<file path="src/rtl/mac_table_reader_pkg.sv">
// Shared types and constants for the per-port GMII receive path and the switch MAC table.
package gmii_router_definitions;

  localparam int unsigned PORT_NUMBER    = 4;
  localparam int unsigned PORT_W         = $clog2(PORT_NUMBER);
  localparam int unsigned MAC_TABLE_SIZE = 16;
  localparam int unsigned TBL_W          = $clog2(MAC_TABLE_SIZE);
  localparam logic [7:0]  GMII_SFD       = 8'hD5;

  typedef struct packed {
    logic [7:0] data;
    logic       dv;
    logic       err;
  } gmii_interface;

  typedef struct packed {
    logic              valid;
    logic [47:0]       mac;
    logic [PORT_W-1:0] port;
  } mac_table_entry;

  typedef mac_table_entry [MAC_TABLE_SIZE-1:0] switch_table;

  typedef enum logic [2:0] {
    IDLE,
    PREAMBLE,
    DST_MAC,
    SEARCH,
    DONE,
    WAIT_END
  } reader_state_t;

  function automatic logic [PORT_NUMBER-1:0] port_onehot(input logic [PORT_W-1:0] p);
    port_onehot = PORT_NUMBER'(1) << p;
  endfunction

  function automatic logic [PORT_NUMBER-1:0] flood_mask(input int unsigned this_port);
    flood_mask = ~(PORT_NUMBER'(1) << this_port);
  endfunction

endpackage

</file>
<file path="src/rtl/mac_table_reader_if.sv">
// Ingress GMII stream and route-decision outputs of one receive port.
interface mac_table_reader_if;
  import gmii_router_definitions::*;

  gmii_interface          gmii_rxd_in;
  logic                   route_valid;
  logic [PORT_NUMBER-1:0] route_mask;
  logic                   route_hit;
  logic                   busy;

  modport master (
    output gmii_rxd_in,
    input  route_valid, route_mask, route_hit, busy
  );

  modport slave (
    input  gmii_rxd_in,
    output route_valid, route_mask, route_hit, busy
  );
endinterface

</file>
<file path="src/rtl/mac_table_reader_dst_capture.sv">
// Shifts in the six destination-MAC bytes following the SFD and tracks header errors.
module gmii_dst_mac_capture
  import gmii_router_definitions::*;
(
  input  logic          clk,
  input  logic          rst,
  input  reader_state_t state,
  input  gmii_interface gmii,
  output logic [47:0]   dst_mac,
  output logic          dst_valid,
  output logic          dst_drop
);

  logic [47:0] dst_q;
  logic [2:0]  cnt_q;
  logic        drop_q;
  logic [47:0] shifted;
  logic        hdr_byte;

  // The complete address is presented combinationally in the byte-5 cycle so the
  // reader can decide group/drop without waiting for the register to settle.
  always_comb begin
    shifted   = {dst_q[39:0], gmii.data};
    hdr_byte  = (state == DST_MAC) && gmii.dv;
    dst_valid = hdr_byte && (cnt_q == 3'd5);
    dst_mac   = dst_valid ? shifted : dst_q;
    dst_drop  = drop_q || (hdr_byte && gmii.err);
  end

  always_ff @(posedge clk) begin
    if (rst) begin
      dst_q  <= '0;
      cnt_q  <= '0;
      drop_q <= 1'b0;
    end else if (state == PREAMBLE) begin
      if (gmii.dv && (gmii.data == GMII_SFD)) begin
        cnt_q  <= '0;
        drop_q <= 1'b0;
      end
    end else if (hdr_byte) begin
      dst_q  <= shifted;
      cnt_q  <= cnt_q + 3'd1;
      drop_q <= dst_drop;
    end
  end

endmodule

</file>
<file path="src/rtl/mac_table_reader.sv">
// Per-frame route decision: captures the destination MAC and scans the switch table one entry per clock.
module mac_table_reader
  import gmii_router_definitions::*;
#(
  parameter int unsigned THIS_PORT  = 0,
  parameter int unsigned TABLE_SIZE = MAC_TABLE_SIZE
)(
  input  logic        clk,
  input  logic        rst,
  input  switch_table src_MAC_table,
  mac_table_reader_if.slave bus
);

  localparam logic [PORT_NUMBER-1:0] FLOOD    = flood_mask(THIS_PORT);
  localparam logic [TBL_W-1:0]       LAST_IDX = TBL_W'(TABLE_SIZE - 1);
  localparam logic [PORT_W-1:0]      OWN_PORT = PORT_W'(THIS_PORT);

  reader_state_t          state_q, state_d;
  logic [TBL_W-1:0]       idx_q, idx_d;
  logic [PORT_NUMBER-1:0] mask_q, mask_d;
  logic                   hit_q, hit_d;
  logic                   gap_q;

  gmii_interface  rx;
  logic [47:0]    dst_mac;
  logic           dst_valid;
  logic           dst_drop;
  mac_table_entry entry;
  logic           entry_match;

  assign rx = bus.gmii_rxd_in;

  gmii_dst_mac_capture u_capture (
    .clk       (clk),
    .rst       (rst),
    .state     (state_q),
    .gmii      (rx),
    .dst_mac   (dst_mac),
    .dst_valid (dst_valid),
    .dst_drop  (dst_drop)
  );

  // gap_q records that dv was low last cycle; it starts cleared so a frame cut by
  // reset is ignored until the line goes quiet.
  always_ff @(posedge clk) begin
    if (rst) begin
      state_q <= IDLE;
      idx_q   <= '0;
      mask_q  <= '0;
      hit_q   <= 1'b0;
      gap_q   <= 1'b0;
    end else begin
      state_q <= state_d;
      idx_q   <= idx_d;
      mask_q  <= mask_d;
      hit_q   <= hit_d;
      gap_q   <= !rx.dv;
    end
  end

  always_comb begin
    state_d     = state_q;
    idx_d       = idx_q;
    mask_d      = mask_q;
    hit_d       = hit_q;
    entry       = src_MAC_table[idx_q];
    entry_match = entry.valid && (entry.mac == dst_mac);

    unique case (state_q)
      IDLE: begin
        if (rx.dv && gap_q) state_d = PREAMBLE;
      end
      PREAMBLE: begin
        if (!rx.dv)                      state_d = IDLE;
        else if (rx.data == GMII_SFD)    state_d = DST_MAC;
      end
      DST_MAC: begin
        if (!rx.dv) begin
          state_d = IDLE;
        end else if (dst_valid) begin
          if (dst_drop) begin
            state_d = DONE;
            mask_d  = '0;
            hit_d   = 1'b0;
          end else if (dst_mac[40]) begin
            state_d = DONE;
            mask_d  = FLOOD;
            hit_d   = 1'b0;
          end else begin
            state_d = SEARCH;
            idx_d   = '0;
          end
        end
      end
      SEARCH: begin
        if (entry_match) begin
          state_d = DONE;
          hit_d   = 1'b1;
          mask_d  = (entry.port == OWN_PORT) ? '0 : port_onehot(entry.port);
        end else if (idx_q == LAST_IDX) begin
          state_d = DONE;
          mask_d  = FLOOD;
          hit_d   = 1'b0;
        end else begin
          idx_d = idx_q + TBL_W'(1);
        end
      end
      DONE: begin
        state_d = rx.dv ? WAIT_END : IDLE;
      end
      WAIT_END: begin
        if (!rx.dv) state_d = IDLE;
      end
      default: state_d = IDLE;
    endcase
  end

  always_comb begin
    bus.route_valid = (state_q == DONE);
    bus.route_mask  = mask_q;
    bus.route_hit   = hit_q;
    bus.busy        = (state_q != IDLE);
  end

endmodule

</file>
<file path="src/flat_wrapper.sv">
// flat-port wrapper written by rule: the top's interface ports become plain ports
module mac_table_reader_flat import gmii_router_definitions::*;
#(
  parameter int unsigned THIS_PORT  = 0,
  parameter int unsigned TABLE_SIZE = MAC_TABLE_SIZE
)
  (clk, rst, src_MAC_table, bus_gmii_rxd_in, bus_route_valid, bus_route_mask, bus_route_hit, bus_busy);
  mac_table_reader_if bus_i ();
  input  logic clk;
  input  logic rst;
  input  switch_table src_MAC_table;
  input wire logic [$bits(bus_i.gmii_rxd_in)-1:0] bus_gmii_rxd_in;
  output wire logic [$bits(bus_i.route_valid)-1:0] bus_route_valid;
  output wire logic [$bits(bus_i.route_mask)-1:0] bus_route_mask;
  output wire logic [$bits(bus_i.route_hit)-1:0] bus_route_hit;
  output wire logic [$bits(bus_i.busy)-1:0] bus_busy;
  assign bus_i.gmii_rxd_in = bus_gmii_rxd_in;
  assign bus_route_valid = bus_i.route_valid;
  assign bus_route_mask = bus_i.route_mask;
  assign bus_route_hit = bus_i.route_hit;
  assign bus_busy = bus_i.busy;
  mac_table_reader #(.THIS_PORT(THIS_PORT), .TABLE_SIZE(TABLE_SIZE)) u_core (.clk(clk), .rst(rst), .src_MAC_table(src_MAC_table), .bus(bus_i));
endmodule
</file>
<file path="config.mk">
export PLATFORM = sky130hd
export DESIGN_NAME = mac_table_reader_flat
export DESIGN_NICKNAME = d
export VERILOG_FILES = /design/src/rtl/mac_table_reader_pkg.sv /design/src/rtl/mac_table_reader_if.sv /design/src/rtl/mac_table_reader_dst_capture.sv /design/src/rtl/mac_table_reader.sv /design/src/flat_wrapper.sv
export SDC_FILE = /design/constraint.sdc
export NUM_CORES = 1
export LEC_CHECK = 0
export ABC_AREA = 1
export CAP_MARGIN = 20
export CORE_AREA = 2 2 323 325
export CTS_BUF_LIST = sky130_fd_sc_hd__clkbuf_8
export DETAILED_ROUTE_END_ITERATION = 10
export DIE_AREA = 0 0 325 327
export SLEW_MARGIN = 10
export SYNTH_ARGS = -nofsm -noshare
export SYNTH_HDL_FRONTEND = slang
export SYNTH_SLANG_ARGS = --single-unit
</file>
<file path="constraint.sdc">
create_clock -name clk -period 4.9 [get_ports clk]
set_clock_uncertainty 0.1 [all_clocks]
set_input_delay 0.49 -clock clk [delete_from_list [all_inputs] [get_ports clk]]
set_output_delay 0.49 -clock clk [all_outputs]
set_load 0.02 [all_outputs]
</file>
# ---- Word-level counts from Yosys, hierarchy flattened
# Index checks and enable logic that the tools add are counted.
dict set report word_totals {
  register_bits 65
  output_inout_bits 7
  in_bits 828
}
dict set report op_classes {
  n_eq_ne 22
  bitwise 1
  magnitude_cmp 1
  addsub 2
  muxes 43
  reduce_logical 18
  shift 1
}
# operator n
set op_table {}
lappend op_table {{$bmux 51 s4} 1}
lappend op_table {{$mux 4} 13}
lappend op_table {{$mux 51} 1}
lappend op_table {{$eq 48x48->1} 1}
lappend op_table {{$mux 48} 1}
lappend op_table {{$mux 3} 14}
lappend op_table {{$pmux 3 s6} 1}
lappend op_table {{$pmux 4 s2} 2}
lappend op_table {{$ne 2x2->1 const B} 7}
lappend op_table {{$reduce_and 5->1} 2}
lappend op_table {{$eq 3x3->1 const B} 3}
lappend op_table {{$mux 1} 9}
lappend op_table {{$eq 8x8->1 const B} 1}
lappend op_table {{$reduce_and 7->1} 1}
lappend op_table {{$eq 3x2->1 const B} 2}
lappend op_table {{$logic_and 1x1->1} 6}
lappend op_table {{$ne 3x1->1 const B} 2}
lappend op_table {{$ne 3x2->1 const B} 2}
lappend op_table {{$lt 4x5->1 const B} 1}
lappend op_table {{$add 4x1->4 const B} 1}
lappend op_table {{$eq 4x4->1 const B} 1}
lappend op_table {{$ne 2x1->1 const B} 2}
lappend op_table {{$reduce_and 2->1} 2}
lappend op_table {{$reduce_bool 2->1} 2}
lappend op_table {{other kinds (10)} 10}

# ---- Logic depth before layout (Yosys ltp)
# Gate-level depths: netlist (run 1).
dict set report depth {
  word_depth 9
  depth_mapped 22
  depth_no_buf 21
}

# ---- Cells and area by module
# A second synthesis (run 1) with hierarchy kept.
dict set report hier_totals {
  hier_cells 2833
  area_unflattened_um2 13390.3
}
# mod cells_per_inst area_each_um2 n_inst
set modules_own_cells {}
lappend modules_own_cells {mac_table_reader 2448 10899.2 1}
lappend modules_own_cells {gmii_dst_mac_capture 385 2491.1 1}

# ---- Least setup slack after synthesis (run 1)
# OpenSTA, ideal clock, no wires.
dict set report synth_timing {
  path_kind {register to register}
  start {register u_core.u_capture.cnt_q[1]}
  end {register u_core.mask_q[3], in the netlist u_core.bus.route_mask[3]}
  stages_incl_launch_ff 19
  setup_time_ps 113
  slack_ps 2464
  arrival_ps 2224
  path_cell_list {dfxtp_1 > inv_1 > ha_1 > nand2_1 > nor2_2 > buf_4 > buf_4 > o21ai_0 > nand3_1 > nand2_1 > nand3_1 > nor2_1 > nand3_1 > nor2_2 > nand2_2 > nand3_4 > nand2_2 > nor2_1 > nor2_1}
}
dict set report synth_via {
  elab_chain_cells 7
  word_cells_on_any_way 11
  cone_classes {eq/ne: 5; mux: 3; reduce/logical: 3}
}
# element line_no
set synth_rtl {}
lappend synth_rtl {{start, declared} mac_table_reader_dst_capture.sv:15} ;# logic [2:0] cnt_q;
lappend synth_rtl {{start signal, assigned} mac_table_reader_dst_capture.sv:42} ;# cnt_q <= cnt_q + 3'd1;
lappend synth_rtl {{$eq 3x3->1 (*)} mac_table_reader_dst_capture.sv:25} ;# dst_valid = hdr_byte && (cnt_q == 3'd5);
lappend synth_rtl {{$logic_and 1x1->1 (*)} mac_table_reader_dst_capture.sv:25}
lappend synth_rtl {{$mux 48} mac_table_reader_dst_capture.sv:26} ;# dst_mac = dst_valid ? shifted : dst_q;
lappend synth_rtl {{$eq 48x48->1} mac_table_reader.sv:67} ;# entry_match = entry.valid && (entry.mac == dst_mac);
lappend synth_rtl {{$logic_and 1x1->1} mac_table_reader.sv:67}
lappend synth_rtl {{$ne 3x1->1 (no source line) / $mux 4 (equally long branches)} n/a}
lappend synth_rtl {{$reduce_and 5->1 (no source line) / $pmux 4 s2 (equally long branches)} n/a}
lappend synth_rtl {{end signal, assigned} mac_table_reader.sv:55} ;# mask_q <= mask_d;
lappend synth_rtl {{end, declared} mac_table_reader.sv:20} ;# logic [PORT_NUMBER-1:0] mask_q, mask_d;
# Mark *: on every way between the ends. The rest lies on a longest branch, timed or not.
# A chain may end at the register's enable or synchronous reset.

# ---- Worst setup path in the final report (run 1)
dict set report layout_timing {
  start {register u_core.idx_q[1]}
  end {register u_core.mask_q[3], in the netlist u_core.bus.route_mask[3]}
}
dict set report layout_via {
  elab_chain_cells 6
  word_cells_on_any_way 12
  cone_classes {eq/ne: 3; shift: 1; mux: 5; reduce/logical: 3}
}
# element line_no
set layout_rtl {}
lappend layout_rtl {{start, declared} mac_table_reader.sv:19} ;# logic [TBL_W-1:0] idx_q, idx_d;
lappend layout_rtl {{start signal, assigned} mac_table_reader.sv:54} ;# idx_q <= idx_d;
lappend layout_rtl {{$bmux 51 s4} mac_table_reader.sv:66} ;# entry = src_MAC_table[idx_q];
lappend layout_rtl {{$mux 51 (implied by the code)} mac_table_reader.sv:66}
lappend layout_rtl {{$eq 48x48->1, or another cell as far along} mac_table_reader.sv:67}
lappend layout_rtl {{$logic_and 1x1->1 / $mux 4 (equally long branches)} {mac_table_reader.sv:67, mac_table_reader.sv:99}}
lappend layout_rtl {{$ne 3x1->1 (no source line) / $mux 4 (equally long branches)} n/a}
lappend layout_rtl {{$reduce_and 5->1 (no source line) / $pmux 4 s2 (equally long branches)} n/a}
# Parallel ways exist; a longest one is shown, timed or not. The select of a mux whose other input is x is not followed.

==> results of run 1 <==
sequential cells by signal (all words and copies together), names as in the netlist:
| register | count |
|---|---|
| u_core.bus.route_mask | 3 |
| u_core.gap_q | 1 |
| u_core.u_capture.drop_q | 1 |
| u_core.u_capture.dst_q | 48 |
| u_core.idx_q | 4 |
| u_core.state_q | 3 |
| u_core.bus.route_hit | 1 |
| u_core.u_capture.cnt_q | 3 |
worst max path at each step:
stage	from	end	slack [ps]	depth (start not counted)
6_report	u_core.idx_q[1]$_SDFFE_PP0P_	u_core.bus.route_mask[3]$_SDFFE_PP0P_	1210	18
5_1_grt	u_core.idx_q[1]$_SDFFE_PP0P_	u_core.bus.route_mask[3]$_SDFFE_PP0P_	890	19
3_3_place_gp	bus_gmii_rxd_in[1]	u_core.bus.route_mask[1]$_SDFFE_PP0P_	850	17
3_5_place_dp	bus_gmii_rxd_in[1]	u_core.bus.route_mask[1]$_SDFFE_PP0P_	830	17
2_1_floorplan	u_core.u_capture.cnt_q[1]$_SDFFE_PP0P_	u_core.bus.route_mask[3]$_SDFFE_PP0P_	2460	18
4_1_cts	u_core.idx_q[1]$_SDFFE_PP0P_	u_core.bus.route_mask[3]$_SDFFE_PP0P_	1140	17
metal layers:
layer / up-vias / track usage (%)
met4: 12 / 5.91
met2: 905 / 28.3
met1: 8758 / 22.2
met3: 124 / 3.66
li1: 9387 / -
met5: - / 0
cells in the final DEF (no fill, tap or decap), drive strengths merged:
cell type,instances
nor4,2
a41oi,1
nand4,3
clkdlybuf4s50,833
nand3,748
or2,5
a21boi,1
o21ai,95
nand3b,3
diode,11
nand2,993
nor2,123
xor2,1
buf,36
nor3,18
inv,119
clkinv,2
and3,1
o211ai,2
o31ai,1
o22ai,1
a21oi,58
a21o,1
ha,3
o221ai,7
dfxtp,64
clkbuf,9
conb,1
stage by stage:
stage                     instances  cell area, um2  utilization, %  total power (uW)
after floorplan                2446           11800               -              2260
after CTS                      4510           21500            20.9              4260
after global placement         4495           21300            20.7              3870
final                          4522           21500            20.9              4220
after detailed placement       4495           21300            20.7              3880
after global routing           4518           21500            20.9              4570
power breakdown:
part | switching, uW | internal (uW) | total [uW]
registers | 94.4 | 615 | 709
logic | 1860 | 1270 | 3130
clock network | 209 | 171 | 380
total | 2160 | 2060 | 4220
kinds of logic after synthesis:
kind of cell	count (synthesis)	synth area share [%]
XOR/XNOR	1	0.0743
AO/OA/AOI/OAI	167	7.50
flip-flops	64	10.9
AND/OR/NAND/NOR	1896	69.2
adder cells (fa/ha/maj)	3	0.319
other	1	0.0318
buffers and inverters	314	12.0
layout make-up:
class                      count  area [um2]
fill                       11900       81400
multi-input combinational   2068        9100
timing repair buffer         869        8790
tap                         1380        1730
sequential                    64        1300
inverter                     115         453
clock buffer                   9         124
antenna                       11        27.5
clock inverter                 6        23.8
critical path: stages (launching register included):
cell	delay [ps]
dfxtp_4	790
inv_8	340
buf_4	430
nand3_1	120
nand3_1	230
nand3_1	190
nand2_1	70
nand2_1	60
nand2_1	40
nor2_1	100
nand2_1	60
nor2_1	80
nand2_1	90
nor2_2	120
nand2_2	120
nand3_4	120
nand2_2	110
nor2_1	130
nor2_1	50
==> out/results.txt, run 1 <==
slew margin rel.: 20.5%
Std-Cell Core Area: 103000 um2
Tot GR Track Use: 17.2%
Max Freq: 271 MHz
Setup Buffers After CTS: 0
clk buf depth: 2
Chip Height: 327 um
Yosys cell types: 36
Hold Startpoint: u_core.u_capture.dst_q[46]$_SDFFE_PP0P_
largest net degree at the start of global routing: 174
Top Ports: 835
Layout Nets: 3958
cell area after synthesis: 11800 um2
Top Metal Used: met5
Syn Nets: 3277
P&R area growth vs syn: 82.8%
DR WL/cell: 21.4 um
Final setup viols: 0
synth warn: 0
Final TNS setup: 0 ps
Worst Path Max Fanout: 80
Worst R2R Setup Slack: 1210 ps
Req. time, crit path: 5060 ps
CTS tree: done
post-cts sizing count: 0
Max-Cap Viols: 0
Hold Slack: 356 ps
Die X: 325 um
CTS Hold Bufs: 0
maximum vdd drop: 128 uV
R2R Path Start: u_core.idx_q[1]$_SDFFE_PP0P_
syn_area_per_cell: 4.82 um2
initial antenna violation count: 25
count leader, synth: nand2_1
PortBufs: 833
R2R Path End: u_core.bus.route_mask[3]$_SDFFE_PP0P_
vias per inst: 4.24
Yosys reg bits: 64
CTS Sinks: 64
Startpoint Class: flop
largest area contributor in the netlist: nand3_1
Post-synth EDFFs: 0
number of core rows: 118
Post-Route WL: 96900 um
Leak: 0.00876 uW
cell count of the worst reg-to-reg path: 18
minimum clock period: 3690 ps
Initial Util: 11.4%
Post-synth top cells: nand2_1 (989), nand3_1 (746), nor2_1 (118)
critical path type: reg -> reg
DPL Wire Length: 79500 um
first-pass GRT wire length: 132000 um
drt first-iter violations: 1408
Worst-Skew Late Latency: 360 ps
Met2 Wirelength: 44500 um
drc violations: 0
RSZ-0062 raised after global routing: no
total grt overflow: 0
Slew @ Worst Pin: 1190 ps
Worst Hold End: u_core.u_capture.dst_q[46]$_SDFFE_PP0P_
Synth area leaders: nand3_1 (32%), nand2_1 (32%), dfxtp_1 (11%)
Cell Pwr Density: 196 nW/um2
Pre-Repair DR Iteration Count: 6
number of global-route vias before repair: 18200
layout cells sized above 1: 2.40%
count of final hold-check violations: 0
CTS Buf Count: 9
Synth async-reset ratio: 0%
post-synth top area share: 31.7%
wire length on met3: 7110 um
Met1 Wirelength: 41900 um
Setup Slack @ Placement: 834 ps
gpl congestion: 0.959
post-route setup slack: 1210 ps
hold depth: 2
period utilisation layout: 75.4%
CTS clock-pin slew for the worst setup and hold paths: 70 ps
status: complete, no violations
Root Driver: clkbuf_8
critical path arrival: 3850 ps
Post-Synthesis Cells: 2446
ys flop type: dfxtp_1
Crit. End Element: flop
Via Count: 19200
die area: 106000 um2
H-tree levels: 3
sequential area share after synthesis: 10.9%
Slew Limit Fails: 0
Worst Hold Class: reg -> reg
remaining antenna violation count: 0
Note: power is estimated with default switching activity, not from simulation.
==> run 2, diff against run 1 <==
CORE_AREA = 2 2 326 328   (was 2 2 323 325)
DIE_AREA = 0 0 328 330   (was 0 0 325 327)
clock period = 3.8 ns   (was 4.9 ns; I/O delays follow)
==> out/results.txt, run 2 (synthesis gave the netlist of run 1 again) <==
status: complete, no violations
Cell Pwr Density: 262 nW/um2 (+34%)
critical path type: reg -> reg
most common cell after layout, fill and taps aside: nand2_1
most flop-heavy register: u_core.u_capture.dst_q
vias per inst: 4.20 (-1.1%)
layout cells sized above 1: 3.24% (+0.84 points)
die area: 108000 um2 (+1.8%)
hold depth: 2 (unchanged)
max reg flops: 48 (unchanged)
maximum vdd drop: 175 uV (+37%)
Startpoint Class: flop
Initial Util: 11.3% (-0.19 points)
drc violations: 0 (unchanged)
CTS clock-pin slew for the worst setup and hold paths: 70 ps (about the same)
CTS Sinks: 64 (unchanged)
Final TNS setup: 0 ps (unchanged)
Layout Nets: 3980 (+0.56%)
CTS tree: done
Root Driver: clkbuf_8
cell count of the worst reg-to-reg path: 20 (+2)
Finished Cell Area: 21900 um2 (+1.6%)
count of final hold-check violations: 0 (unchanged)
Hold Startpoint: u_core.u_capture.dst_q[45]$_SDFFE_PP0P_
post-cts sizing count: 0 (unchanged)
Setup Buffers After CTS: 0 (unchanged)
DR WL/cell: 21.7 um (+1.1%)
GR Util met1: 21.9% (-0.37 points)
Die X: 328 um (+0.92%)
Post-Route WL: 98800 um (+2.0%)
Worst Hold Class: reg -> reg
Crit. End Element: flop
Leak: 0.00891 uW (+1.8%)
P&R area growth vs syn: 85.8%
Req. time, crit path: 3980 ps (-1080 ps)
Hold Slack: 359 ps (+2.66 ps)
R2R Path Start: u_core.idx_q[0]$_SDFFE_PP0P_
clk buf depth: 2 (unchanged)
fillers: 12100 (+1.3%)
Top Ports: 835 (unchanged)
number of global-route vias before repair: 18100 (-0.65%)
Std-Cell Core Area: 105000 um2 (+1.7%)
Chip Height: 330 um (+0.92%)
placed instance area: 21600 um2 (+1.3%)
first-pass GRT wire length: 132000 um (unchanged)
gpl congestion: 0.929 (-3.1%)
GR Util met2: 28.6% (+0.31 points)
slew margin rel.: 38.7% (+18 points)
R2R Path End: u_core.bus.route_mask[3]$_SDFFE_PP0P_
RSZ-0062 raised after global routing: no
most frequent cells in the layout: nand2_1 (989), clkdlybuf4s50_1 (833), nand3_1 (746)
CTS Buf Count: 9 (unchanged)
initial antenna violation count: 35 (+40%)
Pre-Repair DR Iteration Count: 5 (-1)
minimum clock period: 3360 ps (-333 ps)
critical path arrival: 3540 ps (-310 ps)
Worst Hold End: u_core.u_capture.dst_q[45]$_SDFFE_PP0P_
busiest layer in global routing: met2
biggest regs: u_core.u_capture.dst_q: 48 flops, u_core.idx_q: 4 flops
Pwr Total: 5740 uW (+36%)
Tot GR Track Use: 17.1% (-0.16 points)
Slew @ Worst Pin: 919 ps (-273 ps)
Max-Cap Viols: 0 (unchanged)
CTS Hold Bufs: 0 (unchanged)
H-tree levels: 3 (unchanged)
DPL Wire Length: 82000 um (+3.1%)
Worst Path Max Fanout: 61 (-24%)
drt first-iter violations: 1529 (+8.6%)
Final setup viols: 0 (unchanged)
Via Count: 19100 (-0.21%)
Worst R2R Setup Slack: 440 ps (-770 ps)
Slew Limit Fails: 0 (unchanged)
Worst-Skew Late Latency: 360 ps (about the same)
period utilisation layout: 88.4% (+13 points)
number of core rows: 119 (+0.85%)
met3 Use GR: 4.09% (+0.43 points)
Max Freq: 298 MHz (+9.9%)
total grt overflow: 0 (unchanged)
remaining antenna violation count: 0 (unchanged)
PortBufs: 833 (unchanged)
largest net degree at the start of global routing: 102 (-41%)
[run 2: where the power goes]
| group | switching (uW) | leakage [uW] | internal (uW) |
|---|---|---|---|
| sequential | 95.7 | 0.000522 | 793 |
| clock | 280 | 0.000122 | 438 |
| combinational | 2450 | 0.00827 | 1680 |
| total | 2830 | 0.00891 | 2910 |
[run 2: how the worst max path moves through the flow]
stage                                                 from                                     to  slack, ps  cells past startpoint
floorplan           u_core.u_capture.cnt_q[1]$_SDFFE_PP0P_  u_core.bus.route_mask[3]$_SDFFE_PP0P_       1360                     18
global placement                        bus_gmii_rxd_in[1]  u_core.bus.route_mask[1]$_SDFFE_PP0P_        420                     18
global route                  u_core.idx_q[0]$_SDFFE_PP0P_  u_core.bus.route_mask[3]$_SDFFE_PP0P_        170                     21
CTS                           u_core.idx_q[0]$_SDFFE_PP0P_  u_core.bus.route_mask[3]$_SDFFE_PP0P_        460                     20
finish                        u_core.idx_q[0]$_SDFFE_PP0P_  u_core.bus.route_mask[3]$_SDFFE_PP0P_        440                     20
detailed placement                      bus_gmii_rxd_in[1]  u_core.bus.route_mask[3]$_SDFFE_PP0P_        380                     18
[run 2: layout make-up]
type | count | area [um2] | area share, %
Timing Repair Buffer | 891 | 9020 | 41.2
Multi-Input combinational cell | 2068 | 9100 | 41.6
Clock inverter | 2 | 60.1 | 0.274
Inverter | 115 | 453 | 2.07
Sequential cell | 64 | 1300 | 5.92
Antenna cell | 17 | 42.5 | 0.194
Clock buffer | 13 | 179 | 0.817
Tap cell | 1391 | 1740 | 7.95
[run 2: critical path: stages (launching register included)]
cell,delay (ps)
dfxtp_4,430
inv_8,300
buf_12,300
nand2_1,120
nand3_1,80
nand3_1,250
nand3_1,290
nand2_1,80
nand2_1,60
nand2_1,40
nor2_1,150
nand2_1,70
nor2_1,120
nand2_1,90
nor2_2,160
nand2_2,100
nand3_4,110
nand2_2,120
nand2_1,80
nand2_1,40
nor2_1,120
[run 2: per-layer routing]
| metal | wire length, um | vias to the layer above |
|---|---|---|
| met4 | 1980 | 30 |
| li1 | - | 9446 |
| met3 | 8030 | 104 |
| met1 | 42500 | 8737 |
| met5 | 208 | - |
| met2 | 46100 | 829 |
[run 2: through the flow]
stage	setup WS, ps	cells	util, %
final	441	4561	20.9
after floorplan	1360	2446	-
after global routing	172	4556	20.9
after detailed placement	376	4529	20.6
after global placement	425	4529	20.6
after CTS	458	4544	20.9
